$ cat src/rtl/pipe_pkg.sv
// ============================================================================
//  Module   : pipe_pkg
//  Purpose  : Shared types and per-stage widths for the elastic pipeline registers
//  Revision : 1.0  initial release
// ============================================================================
`default_nettype none

package pipe_pkg;

    typedef enum logic [1:0] {
        PS_EMPTY = 2'd0,
        PS_ONE   = 2'd1,
        PS_FULL  = 2'd2
    } pipe_state_t;

    localparam int IF_ID_CTRL_W = 3;
    localparam int ID_IE_CTRL_W = 3;
    localparam int IE_IM_CTRL_W = 3;
    localparam int IM_WB_CTRL_W = 3;
    localparam int PIPE_DATA_W  = 105;
    localparam int PIPE_CTRL_W  = 3;

endpackage

`default_nettype wire

$ cat src/rtl/pipe_slot.sv
// ============================================================================
//  Module   : pipe_slot
//  Purpose  : One valid + payload + control register with load/clear controls
//  Revision : 1.0  initial release
// ============================================================================
`default_nettype none

module pipe_slot #(
    parameter int DATA_W = 105,
    parameter int CTRL_W = 3
) (
    input  logic              clk,
    input  logic              rst_n,
    input  logic              i_load,
    input  logic              i_clear,
    input  logic [DATA_W-1:0] i_data,
    input  logic [CTRL_W-1:0] i_ctrl,
    output logic              o_valid,
    output logic [DATA_W-1:0] o_data,
    output logic [CTRL_W-1:0] o_ctrl
);

    logic              r_valid;
    logic [DATA_W-1:0] r_data;
    logic [CTRL_W-1:0] r_ctrl;

    // Clear only drops the valid bit; payload is left as a don't-care.
    always_ff @(posedge clk or negedge rst_n) begin
        if (!rst_n) begin
            r_valid <= 1'b0;
            r_data  <= '0;
            r_ctrl  <= '0;
        end else if (i_clear) begin
            r_valid <= 1'b0;
        end else if (i_load) begin
            r_valid <= 1'b1;
            r_data  <= i_data;
            r_ctrl  <= i_ctrl;
        end
    end

    assign o_valid = r_valid;
    assign o_data  = r_data;
    assign o_ctrl  = r_ctrl;

endmodule

`default_nettype wire

$ cat src/rtl/pipe_stage_reg.sv
// ============================================================================
//  Module   : pipe_stage_reg
//  Purpose  : Elastic valid/ready pipeline-stage register with flush and optional skid entry
//  Revision : 1.0  initial release
// ============================================================================
`default_nettype none

module pipe_stage_reg
    import pipe_pkg::*;
#(
    parameter int DATA_W = 105,
    parameter int CTRL_W = 3,
    parameter int SKID   = 1
) (
    input  logic              clk,
    input  logic              rst_n,
    input  logic              flush,
    input  logic              in_valid,
    output logic              in_ready,
    input  logic [DATA_W-1:0] in_data,
    input  logic [CTRL_W-1:0] in_ctrl,
    output logic              out_valid,
    input  logic              out_ready,
    output logic [DATA_W-1:0] out_data,
    output logic [CTRL_W-1:0] out_ctrl,
    output logic [1:0]        occupancy
);

    pipe_state_t       r_state;
    pipe_state_t       w_next_state;
    logic              w_accept;
    logic              w_consume;
    logic              w_main_load;
    logic              w_main_clear;
    logic              w_main_valid;
    logic [DATA_W-1:0] w_main_data;
    logic [CTRL_W-1:0] w_main_ctrl;
    logic [DATA_W-1:0] w_main_din;
    logic [CTRL_W-1:0] w_main_cin;
    logic              w_skid_valid;
    logic [DATA_W-1:0] w_skid_data;
    logic [CTRL_W-1:0] w_skid_ctrl;

    assign w_accept  = in_valid & in_ready;
    assign w_consume = w_main_valid & out_ready;

    always_ff @(posedge clk or negedge rst_n) begin
        if (!rst_n) begin
            r_state <= PS_EMPTY;
        end else begin
            r_state <= w_next_state;
        end
    end

    always_comb begin
        w_next_state = r_state;
        if (flush) begin
            w_next_state = PS_EMPTY;
        end else begin
            case (r_state)
                PS_EMPTY: if (w_accept) w_next_state = PS_ONE;
                PS_ONE: begin
                    if (w_accept && !w_consume) begin
                        w_next_state = (SKID != 0) ? PS_FULL : PS_ONE;
                    end else if (!w_accept && w_consume) begin
                        w_next_state = PS_EMPTY;
                    end
                end
                PS_FULL:  if (w_consume) w_next_state = PS_ONE;
                default:  w_next_state = PS_EMPTY;
            endcase
        end
    end

    // With a skid entry in_ready comes from flops only; without one it looks through to out_ready.
    always_comb begin
        in_ready  = 1'b1;
        occupancy = 2'd0;
        case (r_state)
            PS_EMPTY: occupancy = 2'd0;
            PS_ONE:   occupancy = 2'd1;
            PS_FULL:  occupancy = 2'd2;
            default:  occupancy = 2'd0;
        endcase
        if (SKID != 0) begin
            in_ready = (r_state != PS_FULL);
        end else begin
            in_ready = (r_state == PS_EMPTY) | out_ready;
        end
    end

    assign w_main_load  = ((r_state == PS_EMPTY) & w_accept)
                        | ((r_state == PS_ONE)   & w_accept & w_consume)
                        | ((r_state == PS_FULL)  & w_consume);
    assign w_main_clear = flush | (w_consume & ~w_main_load);

    // The skid entry, when present, is always older than the input port.
    assign w_main_din = w_skid_valid ? w_skid_data : in_data;
    assign w_main_cin = w_skid_valid ? w_skid_ctrl : in_ctrl;

    pipe_slot #(
        .DATA_W (DATA_W),
        .CTRL_W (CTRL_W)
    ) u_main (
        .clk     (clk),
        .rst_n   (rst_n),
        .i_load  (w_main_load),
        .i_clear (w_main_clear),
        .i_data  (w_main_din),
        .i_ctrl  (w_main_cin),
        .o_valid (w_main_valid),
        .o_data  (w_main_data),
        .o_ctrl  (w_main_ctrl)
    );

    generate
        if (SKID != 0) begin : g_skid
            logic w_skid_load;
            logic w_skid_clear;

            assign w_skid_load  = (r_state == PS_ONE) & w_accept & ~w_consume;
            assign w_skid_clear = flush | ((r_state == PS_FULL) & w_consume);

            pipe_slot #(
                .DATA_W (DATA_W),
                .CTRL_W (CTRL_W)
            ) u_skid (
                .clk     (clk),
                .rst_n   (rst_n),
                .i_load  (w_skid_load),
                .i_clear (w_skid_clear),
                .i_data  (in_data),
                .i_ctrl  (in_ctrl),
                .o_valid (w_skid_valid),
                .o_data  (w_skid_data),
                .o_ctrl  (w_skid_ctrl)
            );
        end else begin : g_no_skid
            assign w_skid_valid = 1'b0;
            assign w_skid_data  = '0;
            assign w_skid_ctrl  = '0;
        end
    endgenerate

    assign out_valid = w_main_valid;
    assign out_data  = w_main_data;
    assign out_ctrl  = w_main_ctrl & {CTRL_W{w_main_valid}};

endmodule

`default_nettype wire

$ cat config.mk
export PLATFORM = sky130hd
export DESIGN_NAME = pipe_stage_reg
export DESIGN_NICKNAME = d
export VERILOG_FILES = /design/src/rtl/pipe_pkg.sv /design/src/rtl/pipe_slot.sv /design/src/rtl/pipe_stage_reg.sv
export SDC_FILE = /design/constraint.sdc
export NUM_CORES = 1
export LEC_CHECK = 0
export ABC_AREA = 1
export CORE_MARGIN = 3
export CORE_UTILIZATION = 47
export CTS_BUF_LIST = sky130_fd_sc_hd__clkbuf_8
export CTS_CLUSTER_SIZE = 14
export DETAILED_ROUTE_END_ITERATION = 12
export PLACE_DENSITY = 0.9
export RECOVER_POWER = 50
export SLEW_MARGIN = 15
export SYNTH_ARGS = -nofsm -noshare
export SYNTH_HDL_FRONTEND = slang
export SYNTH_SLANG_ARGS = --single-unit
export TNS_END_PERCENT = 100
$ cat constraint.sdc
create_clock -name clk -period 1.4 [get_ports clk]
set_input_delay 0.28 -clock clk [delete_from_list [all_inputs] [get_ports clk]]
set_output_delay 0.28 -clock clk [all_outputs]
set_load 0.02 [all_outputs]
==> flow_summary_export.csv <==
group,metric,value,unit
timing,hold_viol,0,
timing,period_needed,1.77,ns
finish,syn2layout_area_growth,53.6,%
power,p_int,0.0167,W
synthesis,synth_edf_count,0,
timing,skew,0.0341,ns
critical_path,startpoint,"u_main.o_valid",
critical_path,cp_max_fo,11,
clock_tree,clk_pin_slew_worst_paths,0.07,ns
critical_path,r2r-end,"g_skid.u_skid.o_data[35]",
clock_tree,ctsRootBufferMaster,"clkbuf_8",
critical_path,r2r_start,"u_main.o_valid",
routing,via_per_inst,5.62,
clock_tree,cts_tree,"yes",
critical_path,endpoint,"g_skid.u_skid.o_data[35]",
critical_path,path_cells,"buf_6, nand2_4, inv_4, nor2_4, nand4_4, buf_12, buf_12, o21ai_1",
critical_path,end_kind,"flip-flop",
finish,final_util,74.4,%
timing,report.final.slew_viol_count,0,
synthesis,yosysWarnings,0,
critical_path,max_stage_delay,0.44,ns
routing,drt_iter0_drc,697,
routing,wl_per_cell,21.0,um
floorplanning,initial_utilization,48.4,%
run,drv_cap,0,
placement,dp_hpwl,16600,um
synthesis,avgSynthCellArea,8.78,um2
floorplanning,io_pins,225,
synthesis,synth_cell_type_count,23,
finish,drive_gt1_share,36.5,%
global_routing,grt_usage,25.3,%
routing,vias,9450,
timing,fmax,565,MHz
global_routing,grt_overflow,0,
finish,multi_input_area,0.00401,mm2
power,power_frac_comb,37.4,%
floorplanning,die_area,0.0221,mm2
routing,drc_errors,0,
finish,seq_area,0.00551,mm2
timing,setup_viol,228,
synthesis,synth_cells,1087,
critical_path,worst_ep_arrival_time,2.19,ns
timing,worstMarginPinSlew,0.705,ns
routing,ant_nets,0,
timing,rsz0062_at_grt,"true",
routing,drt_first_pass_iters,5,
synthesis,synth_seq_area_share,57.7,%
synthesis,ys_ff_latch,220,
finish,nets,1502,
power,clkPwrFrac,21.8,%
clock_tree,clock_latency,0.53,ns
power,power_frac_seq,40.8,%
timing,final.period_utilization,126,%
clock_tree,clkSinkCount,220,
critical_path,slowest_stage,"dfrtp_2",
outcome,status,"complete, but fails checks",
global_routing,antenna_found_initial,0,
routing,totalWireLength,35300,um
timing,setup_tns,-59.74,ns
critical_path,startpoint_type,"flip-flop",
floorplanning,fp.dieW,149,um
critical_path,cp.required,1.82,ns
power,ir_drop,1.25,mV
power,p_leak,7.48,nW
hold_path,min_path_cells,3,
floorplanning,row_count,51,
synthesis,yosysTopAreaCellShare,57.7,%
critical_path,crit_type,"flip-flop to flip-flop",
clock_tree,clk_path_buf_depth,3,
placement,routabilityCongestion,0.808,
finish,diodes,0,
finish,stdcell_count,1681,
hold_path,hold_class,"input pin to flip-flop",
clock_tree,cts_buffers,38,
global_routing,grt_pass1_vias,8905,
synthesis,async_reset_ff_share,100,%
outcome,violations,"setup timing",
synthesis,syn_area,0.00955,mm2
floorplanning,die_h,149,um
global_routing,grt_max_degree,83,
global_routing,grt_pass1_wl,45000,um
critical_path,regToRegSetupSlack,-0.37,ns
power,power_density,1870,mW/mm2
floorplanning,core,0.0197,mm2
synthesis,yosys.area.top_type,"dfrtp_1",
power,p_switching,0.0107,W
finish,final.fill_count,1165,
placement,pre_cts_ws,-0.438,ns
synthesis,syn_nets,1200,
placement,dp.cells,1551,
clock_tree,ctsHtreeMaxLevel,2,
synthesis,dominantRegCellSynth,"dfrtp_1",
critical_path,r2r_cells,8,
placement,portBuffers,224,
finish,stdcell_area,0.0147,mm2
timing,worst_slack,-0.368,ns
power,p_sw_share,39.1,%
placement,dpl_cell_area,0.0123,mm2
synthesis,synth_area_leaders,"dfrtp_1 (58%), nand2_1 (13%), o21ai_0 (13%), inv_1 (4.5%), o21ai_2 (3.8%)",
timing,slew_headroom,53.0,%
critical_path,cp_common_cell,"buf_12",
## cells in the final DEF, fill, tap and decap left out, types with 3 or more instances in the layout
cell type	netlist	layout
clkdlybuf4s50_1	0	111
inv_1	115	122
dfrtp_1	220	217
nand2_4	2	52
clkbuf_2	1	5
o21ai_1	34	81
clkbuf_16	0	12
clkinv_2	0	3
buf_12	0	24
buf_6	20	25
o21ai_2	41	107
nor2_1	4	3
buf_16	0	21
buf_2	16	91
dfrtp_2	0	3
inv_2	2	5
nor2_4	2	3
nand2_1	337	222
clkbuf_8	0	50
buf_4	0	33
buf_8	0	6
nand2_2	1	65
o21ai_0	252	137
## area by class of cell
type                            count  share of cell area, %
Sequential cell                   220                   37.6
Multi-Input combinational cell    679                   27.3
Inverter                          118                   3.07
Tap cell                          265                   2.26
Clock buffer                       50                   4.69
Clock inverter                     17                  0.546
Timing Repair Buffer              332                   24.5
## worst min-delay path by stage
stage	startpoint	to	slack (ns)
2_1_floorplan	rst_n	g_skid.u_skid.o_ctrl[0]	-0.02
3_3_place_gp	rst_n	u_main.o_data[72]	0.21
3_5_place_dp	rst_n	u_main.o_data[72]	0.21
4_1_cts	rst_n	u_main.o_data[72]	0.27
5_1_grt	in_data[89]	g_skid.u_skid.o_data[89]	0.32
6_report	in_data[65]	g_skid.u_skid.o_data[65]	0.31
## registers in the layout (all words and copies together) (netlist names)
| name | count |
|---|---|
| g_skid.u_skid.o_ctrl | 3 |
| g_skid.u_skid.o_data | 105 |
| g_skid.u_skid.o_valid | 1 |
| r_state | 2 |
| u_main.o_ctrl | 3 |
| u_main.o_data | 105 |
| u_main.o_valid | 1 |
## repair_timing
item,in CTS,in global routing
pin swaps,8,7
gates cloned,17,19
endpoints found under the setup margin,328,245
hold buffers,1,0
hold endpoints to repair,67,0
resized for setup,650,259
buffers inserted,11,15
## worst max-delay path: cells and delay by family (launching register included)
family	cells	cell delay [ns]
AOI/OAI and AO/OA	1	0.22
buffers and inverters	4	0.57
DFF	1	0.44
and+or+nand+nor	3	0.40
## stage by stage
stage	hold slack (ns)	total power [W]
2_1_floorplan	-0.0156	0.0148
3_3_place_gp	0.211	0.0185
3_5_place_dp	0.210	0.0189
4_1_cts	0.266	0.0248
5_1_grt	0.320	0.0286
6_report	0.315	0.0274
## power by group through the flow
stage | sequential [W] | combinational (W) | clock [W]
3_3_place_gp | 0.0104 | 0.00805 | 0
3_5_place_dp | 0.0105 | 0.00840 | 0
5_1_grt | 0.0114 | 0.0109 | 0.00630
4_1_cts | 0.0106 | 0.00828 | 0.00591
2_1_floorplan | 0.0116 | 0.00317 | 0
6_report | 0.0112 | 0.0102 | 0.00596
## per-layer routing
layer / share of wire, % / track usage, % / vias up / routed length (um)
met1: 36 / 32.2 / 4522 / 12700
met3: 9.6 / 6.43 / 174 / 3410
li1: - / - / 4089 / -
met2: 48 / 40.9 / 665 / 17000
met5: 0 / 0 / - / 0
met4: 6.3 / 11.8 / 0 / 2230
## cell usage after synthesis (2+ instances only)
cell type	number
buf_1	2
nand2_4	2
dfrtp_1	220
o21ai_2	41
o21ai_0	252
inv_1	115
clkbuf_1	31
nand2_1	337
nor2_1	4
nor2_4	2
inv_2	2
buf_6	20
o21ai_1	34
buf_2	16
## logic make-up after synthesis
group                  share of synthesized area (%)
buffers and inverters                           9.18
AO/OA/AOI/OAI                                   19.0
AND/OR/NAND/NOR                                 14.2
flip-flops                                      57.7
(Power assumes the default switching activity.)
